`src/rtl/regfile_wb_ctrl.sv`:
```
// regfile_wb_ctrl: write-back FIFO, registered commit stage and RAW scoreboard for the 8x16 register file.
// Optional macro WB_FWD_EN adds forwarding of pending write data to both source operands.
module regfile_wb_ctrl #(
  parameter int DEPTH = 4
) (
  input  logic        clk,
  input  logic        rst_n,
  input  logic        wb_valid,
  output logic        wb_ready,
  input  logic [3:0]  wb_rd,
  input  logic [15:0] wb_data,
  input  logic        rsv_valid,
  output logic        rsv_ready,
  input  logic [3:0]  rsv_rd,
  input  logic [3:0]  ReadA,
  input  logic [3:0]  ReadB,
  output logic        hazA,
  output logic        hazB,
  output logic        fwdA_valid,
  output logic        fwdB_valid,
  output logic [15:0] fwdA,
  output logic [15:0] fwdB,
  output logic        WE_R,
  output logic [3:0]  WrReg_Rd,
  output logic [15:0] InData_R
);
  localparam int AW = $clog2(DEPTH);
  logic [3:0]  memRd [DEPTH];
  logic [15:0] memData [DEPTH];
  logic [AW:0] wrPtr, rdPtr;
  logic [2:0]  cnt [8];
  logic [7:0]  inc, dec;
  logic        push, pop, rsvInc, rawHazA, rawHazB;
  assign wb_ready = !(wrPtr[AW] != rdPtr[AW] && wrPtr[AW-1:0] == rdPtr[AW-1:0]);
  assign push = wb_valid & wb_ready;
  assign pop = wrPtr != rdPtr;
  assign rsv_ready = rsv_rd[3] || cnt[rsv_rd[2:0]] != 3'd7;
  assign rsvInc = rsv_valid & rsv_ready & ~rsv_rd[3];
  assign rawHazA = !ReadA[3] && cnt[ReadA[2:0]] != 3'd0;
  assign rawHazB = !ReadB[3] && cnt[ReadB[2:0]] != 3'd0;
  always_comb begin
    inc = rsvInc ? 8'd1 << rsv_rd[2:0] : 8'd0;
    dec = WE_R ? 8'd1 << WrReg_Rd[2:0] : 8'd0;
  end
  always_ff @(posedge clk)
    if (push) begin
      memRd[wrPtr[AW-1:0]] <= wb_rd;
      memData[wrPtr[AW-1:0]] <= wb_data;
    end
  // Invalid destinations still drain through the commit stage, just without a write enable.
  always_ff @(posedge clk or negedge rst_n)
    if (!rst_n) begin
      wrPtr <= '0;
      rdPtr <= '0;
      WE_R <= 1'b0;
      WrReg_Rd <= '0;
      InData_R <= '0;
    end else begin
      if (push) wrPtr <= wrPtr + 1'b1;
      WE_R <= pop && !memRd[rdPtr[AW-1:0]][3];
      if (pop) begin
        rdPtr <= rdPtr + 1'b1;
        WrReg_Rd <= memRd[rdPtr[AW-1:0]];
        InData_R <= memData[rdPtr[AW-1:0]];
      end
    end
  always_ff @(posedge clk or negedge rst_n)
    if (!rst_n) for (int r = 0; r < 8; r++) cnt[r] <= '0;
    else for (int r = 0; r < 8; r++)
      cnt[r] <= inc[r] == dec[r] ? cnt[r] : inc[r] ? cnt[r] + 3'd1 : cnt[r] == 3'd0 ? 3'd0 : cnt[r] - 3'd1;
`ifdef WB_FWD_EN
  logic [AW:0] count;
  assign count = wrPtr - rdPtr;
  // Forwarding is safe only when every outstanding reservation is already sitting in the pipeline.
  function automatic logic [16:0] fwdLookup(input logic [3:0] src);
    logic [3:0]    n;
    logic [15:0]   d;
    logic [AW-1:0] idx;
    n = {3'd0, WE_R && WrReg_Rd == src};
    d = InData_R;
    for (int i = 0; i < DEPTH; i++) begin
      idx = rdPtr[AW-1:0] + AW'(i);
      if ((AW+1)'(i) < count && memRd[idx] == src) begin
        n = n + 4'd1;
        d = memData[idx];
      end
    end
    return (!src[3] && cnt[src[2:0]] != 3'd0 && n == {1'b0, cnt[src[2:0]]}) ? {1'b1, d} : 17'd0;
  endfunction
  always_comb begin
    {fwdA_valid, fwdA} = fwdLookup(ReadA);
    {fwdB_valid, fwdB} = fwdLookup(ReadB);
  end
  assign hazA = rawHazA & ~fwdA_valid;
  assign hazB = rawHazB & ~fwdB_valid;
`else
  assign fwdA_valid = 1'b0;
  assign fwdB_valid = 1'b0;
  assign fwdA = '0;
  assign fwdB = '0;
  assign hazA = rawHazA;
  assign hazB = rawHazB;
`endif
endmodule

```
`config.mk`:
```
export PLATFORM = sky130hd
export DESIGN_NAME = regfile_wb_ctrl
export DESIGN_NICKNAME = d
export VERILOG_FILES = /design/src/rtl/regfile_wb_ctrl.sv
export SDC_FILE = /design/constraint.sdc
export NUM_CORES = 1
export LEC_CHECK = 0
export BUFFER_PORTS_ARGS = -buffer_cell sky130_fd_sc_hd__buf_4
export CAP_MARGIN = 20
export CELL_PAD_IN_SITES_DETAIL_PLACEMENT = 1
export CELL_PAD_IN_SITES_GLOBAL_PLACEMENT = 1
export CORE_UTILIZATION = 50
export CTS_CLUSTER_SIZE = 12
export DETAILED_ROUTE_END_ITERATION = 8
export GPL_ROUTABILITY_DRIVEN = 0
export HOLD_SLACK_MARGIN = 0.06
export PLACE_DENSITY = 0.95
export REMOVE_ABC_BUFFERS = 1
export SLEW_MARGIN = 40
export SYNTH_ARGS = -nofsm -noshare
export SYNTH_HDL_FRONTEND = slang
export SYNTH_SLANG_ARGS = --single-unit
```
`constraint.sdc`:
```
create_clock -name clk -period 3.9 [get_ports clk]
set_input_delay 0.39 -clock clk [delete_from_list [all_inputs] [get_ports clk]]
set_output_delay 0.39 -clock clk [all_outputs]
set_load 0.05 [all_outputs]
```
# [Yosys cells after proc, flatten, opt, wreduce, memory -nomap -nowiden]
# Memories as Yosys holds them, arrays and structs flattened. A register that Yosys moved wholly into a read port is not among the register bits.
# Cells that the tools add are included.
[word_totals] romBits=0 memories=2 latchBits=0 ramBits=80 word_cells=105 reg_bits=35 inputBits=36 output_inout_bits=59
[memory_table] memory="memData" depth=4 word_bits=16 read_ports=1 rd_ports_with_merged_regs=1 wr=1 line_no="29" text="logic [15:0] memData [DEPTH];"
[memory_table] memory="memRd" depth=4 word_bits=4 read_ports=1 rd_ports_with_merged_regs=0 wr=1 line_no="28" text="logic [3:0] memRd [DEPTH];"
[classes] bitwise_logic=7 shift=2 add_sub_neg=18 div_mod_pow=0 eq_ne=12 n_lt_le_gt_ge=3 mux=29 reduce_logical=20 n_mul=0
[op_table] cell="3-bit two-way mux" count=22
[op_table] cell="3-bit by 1-bit adder with 3-bit output (second input constant)" count=10
[op_table] cell="3-bit binary-select mux with 3-bit select" count=3
[op_table] cell="3-bit logical NOT" count=8
[op_table] cell="3-bit by 1-bit subtractor with 3-bit output (second input constant)" count=8
[op_table] cell="8-bit two-way mux" count=2
[op_table] cell="1-bit by 3-bit left shift with 8-bit output (first input constant)" count=2
[op_table] cell="4-bit greater-or-equal comparator (second input constant)" count=3
[op_table] cell="3-bit NOT with 4-bit output" count=3
[op_table] cell="1-bit == test" count=8
[op_table] cell="3-bit nonzero test" count=2
[op_table] cell="1-bit logical NOT" count=5
[op_table] cell="1-bit logical AND" count=4
[op_table] cell="1-bit AND" count=3
[op_table] cell="3-bit != test" count=1
[op_table] cell="3-bit != test (second input constant)" count=1
[op_table] cell="2-bit == test" count=1
[op_table] cell="1-bit two-way mux" count=2
[op_table] cell="1-bit logical OR" count=1
[op_table] cell="1-bit != test" count=1
[op_table] cell="1-bit NOT" count=1

# [Depth between registers and ports, before layout]
[depth] depth_word=10 depth_mapped=7 depth_no_buf=7

# [Worst setup path after synthesis]
# OpenSTA, ideal clock, no wires.
[synth_timing] path_type="input to output" from="input ReadB[1]" to="output hazB" path_stages=5 setup_slack_ns=1.627 arrival_ns=1.883 required_ns=3.510 path_buffers=1 path_cell_list="clkbuf_1 -> nor4_1 -> a2111oi_0 -> a31oi_1 -> a21oi_1"
[synth_via] elab_chain_cells=6
[synth_lines] element="start, declared" line_no="16" text="input logic [3:0] ReadB,"
[synth_lines] element="3-bit NOT with 4-bit output (not written as such)" line_no="40" text="assign rawHazB = !ReadB[3] && cnt[ReadB[2:0]] != 3'd0;"
[synth_lines] element="3-bit binary-select mux with 3-bit select" line_no="40"
[synth_lines] element="3-bit two-way mux (not written as such) (2 in series)" line_no="40"
[synth_lines] element="3-bit nonzero test" line_no="40"
[synth_lines] element="1-bit logical AND" line_no="40"
[synth_lines] element="end, declared" line_no="18" text="output logic hazB,"
# No other way between the ends. The select of a mux whose other input is x is not followed.

# [Worst setup path in the final report]
[layout_timing] from="register cnt[3] (netlist name)" to="output hazB"
[layout_via] elab_chain_cells=5
[layout_lines] element="start, declared" line_no="31" text="logic [2:0] cnt [8];"
[layout_lines] element="start signal, assigned by index" line_no="70" text="cnt[r] <= inc[r] == dec[r] ? cnt[r] : inc[r] ? cnt[r] + 3'd1 : cnt[r] == 3'd0 ? 3'd0 : cnt[r] - 3'd1;"
[layout_lines] element="3-bit binary-select mux with 3-bit select" line_no="40"
[layout_lines] element="3-bit two-way mux (not written as such) (2 in series)" line_no="40"
[layout_lines] element="3-bit nonzero test" line_no="40"
[layout_lines] element="1-bit logical AND" line_no="40"
# No other way between the ends. The select of a mux whose other input is x is not followed.

==> run metrics <==
pwr/cell area 864 mW/mm^2; period utilisation layout 59.6%; Clk Latency, worst-skew pair 420 ps; cell total after placement a little over 700; Num CTS Buffers 17; CP Class reg2out; Pwr Total 6.72 mW; hold-critical path depth 1; Clock Pin Slew Worst Setup and Hold Paths approximately 60 ps; htree depth 4; top-area cell type share of the netlist area 35.8%; WHS about 170 ps; CP arrival 1940 ps; initial antenna violation count 0; maximum clock path buffer count 2; met1 Usage GRT 28.3%; outcome finished clean; clk_skew approximately 11 ps; minimum clock period after layout between 2000 and 2500 ps; CP required 3510 ps; Synthesis Warnings 0; ant diodes 0; hold wc startpoint wb_data[15]; Setup Buffers After CTS 0; RSZ-0062 raised after global routing no; count of final hold-check violations 0; fraction of layout cells with a size suffix above 1 26.6%; cell area after synthesis 0.00671 mm^2; Clock Sinks 131; total core area about 0.013 mm^2; Synth Area per Inst 13.6 um^2; met3 global-route usage 5.43%; DR pass1 iterations 4; Initial Util 52.3%; crit path capture type primary output; FF-to-FF Start rdPtr[0]$_DFFE_PN0P_; Die H about 120 um; count leader, synth edfxtp_1; worst slew pin tran 723 ps; R2R cell count 5; first-pass GRT wire length roughly 25000 um; Simple-Gate Fraction of Synth Area about a tenth; Routed WL per cell around 20 um; max frequency approximately 430 MHz; post-synthesis sequential area ratio 54.9%; mux cell area share after synthesis approximately 13%; final net count roughly 630; met2 Resource Use GR 40.5%; biggest area consumer among synthesized cells edfxtp_1; Residual DRC 0; global route total overflow 0; Post-Synth XOR/XNOR Area 1.83%; TritonCTS clock tree done; max-cap check violation count 0; sequential cell area approximately 0.0037 mm^2; main combinational cell family by area after synthesis multiplexers; EDFF count, synth 80; Pleak 3.18 nW; Hold Path End memData[1][15]$_DFFE_PP_; Core Util, Final 60.6%; area delta synth->final 15.9%; area of the multi-input gates approximately 0.0026 mm^2; RR Endpoint InData_R[7]$_DFFE_PN0P_; via count 4229; Final Setup Violations 0; #FFs+latches synth 131; hpwl dp 10200 um; Filler cells 1269; Synth top cells by count 80 x edfxtp_1, 51 x dfrtp_1, 45 x inv_1; CP Launch Type flip-flop; Layout Cells excl Fill 744; row count 41; Main synth FF type edfxtp_1; critical path fanouts, max 6; DRT antenna net count 0; GRT Total Usage 23.4%; Synth cell types 56; Synth Area in Compound Gates 6.44%; DR vias/cell 5.68; Top Ports 95; adder-cell share of the synthesized area 6.90%; Initial DRC Count between 200 and 250; die width 118 um; maximum VDD drop 0.000488 V; setup slack, reg-to-reg 1580 ps; vias in the first global route ~4600; Die Area 0.0139 mm^2; GR peak layer met2; ys async rst share 38.9%; setup TNS 0 ps; port bufs 60; largest net degree at the start of global routing 52; clock root cell clkbuf_16; Area contributors post-synth edfxtp_1 36%, dfrtp_1 19%, ha_1 6.9%; synthesized instance count 494; fin. max-slew vios 0; Hold Path Class in2reg; Max-slew headroom 51.8%; final wirelength 15200 um
==> flip-flops by register name (all words and copies together), names as in the netlist <==
signal,cells
InData_R,16
WrReg_Rd,4
WE_R,1
wrPtr,3
rdPtr,3
memRd,16
cnt,24
memData,64
==> power by group <==
group          leakage [nW]  internal, mW  switching [mW]
logic                  1.59          1.14            1.60
registers              1.32          1.97           0.437
clock network         0.274         0.948           0.621
==> critical path: stages (launching register included) <==
cell and delay, ps:
dfrtp_1 440, nor3_1 410, a2111oi_0 190, a31oi_1 190
a21oi_1 100, buf_4 190
==> routing by layer <==
layer  vias to the layer above  wire length [um]
li1                       1910                 -
met1                      2162              6200
met2                       132              7930
met3                        25               760
met4                         0               285
met5                         -                 0
==> cell usage in the layout (no fill, tap or decap), types with 3 or more instances in the layout <==
cell type / n
xor2_1: 3
xnor2_1: 11
nor2b_1: 6
mux2_2: 26
nand3_1: 7
clkinvlp_4: 4
and3_1: 3
a21oi_1: 18
nand4_1: 4
a2111oi_0: 4
ha_1: 37
a221oi_1: 5
o21ai_0: 8
o31a_1: 7
nor4_1: 9
inv_6: 5
edfxtp_1: 80
a31oi_1: 9
dfrtp_1: 51
mux2i_1: 12
buf_4: 63
nor2_1: 6
nor3_1: 13
conb_1: 34
inv_1: 45
clkbuf_16: 17
and3_2: 4
nand2_1: 10
and4_1: 3
nand4b_1: 4
mux4_2: 20
nand3b_1: 3
or3_1: 3
nand4bb_1: 3
==> repair_timing <==
action | in CTS | in global routing
hold endpoints to repair | 51 | 0
endpoints found under the setup margin | 0 | 0
hold buffers | 1 | 0
resized for setup | 0 | 0
==> cell type report <==
cell class              count  share of cell area, %
flip-flops and latches    131                   47.3
multi-input cells         300                   34.0
repair buffers             64                   6.21
clock buffers              18                   5.52
well taps                 172                   2.77
inverters                  45                   2.17
clock inverters            14                   1.96
==> cells by family (layout without fill, tap and decap cells) <==
group | count (synthesis) | in the layout
other | 1 | 34
buffers and inverters | 96 | 141
flip-flops | 131 | 131
AND/OR/NAND/NOR | 94 | 94
XOR/XNOR | 14 | 14
adder cells (fa/ha/maj) | 37 | 37
multiplexers | 58 | 58
AO/OA/AOI/OAI | 63 | 63
==> per-stage QoR <==
step	instance area [um^2]	setup WS (ps)
6_report	7770	1570
2_1_floorplan	6490	1090
4_1_cts	7770	1500
3_3_place_gp	7170	1530
5_1_grt	7770	1400
3_5_place_dp	7180	1570
==> how the worst max path moves through the flow <==
stage	to	slack, ps	from
final	hazB	1570	cnt[3]$_DFFE_PN0P_
after detailed placement	InData_R[7]$_DFFE_PN0P_	1570	rdPtr[0]$_DFFE_PN0P_
after global routing	InData_R[7]$_DFFE_PN0P_	1400	rdPtr[0]$_DFFE_PN0P_
after CTS	InData_R[14]$_DFFE_PN0P_	1500	rdPtr[0]$_DFFE_PN0P_
after global placement	memData[3][9]$_DFFE_PP_	1530	rdPtr[0]$_DFFE_PN0P_
after floorplan	memData[3][0]$_DFFE_PP_	1090	rdPtr[0]$_DFFE_PN0P_
(Power assumes the default switching activity.)
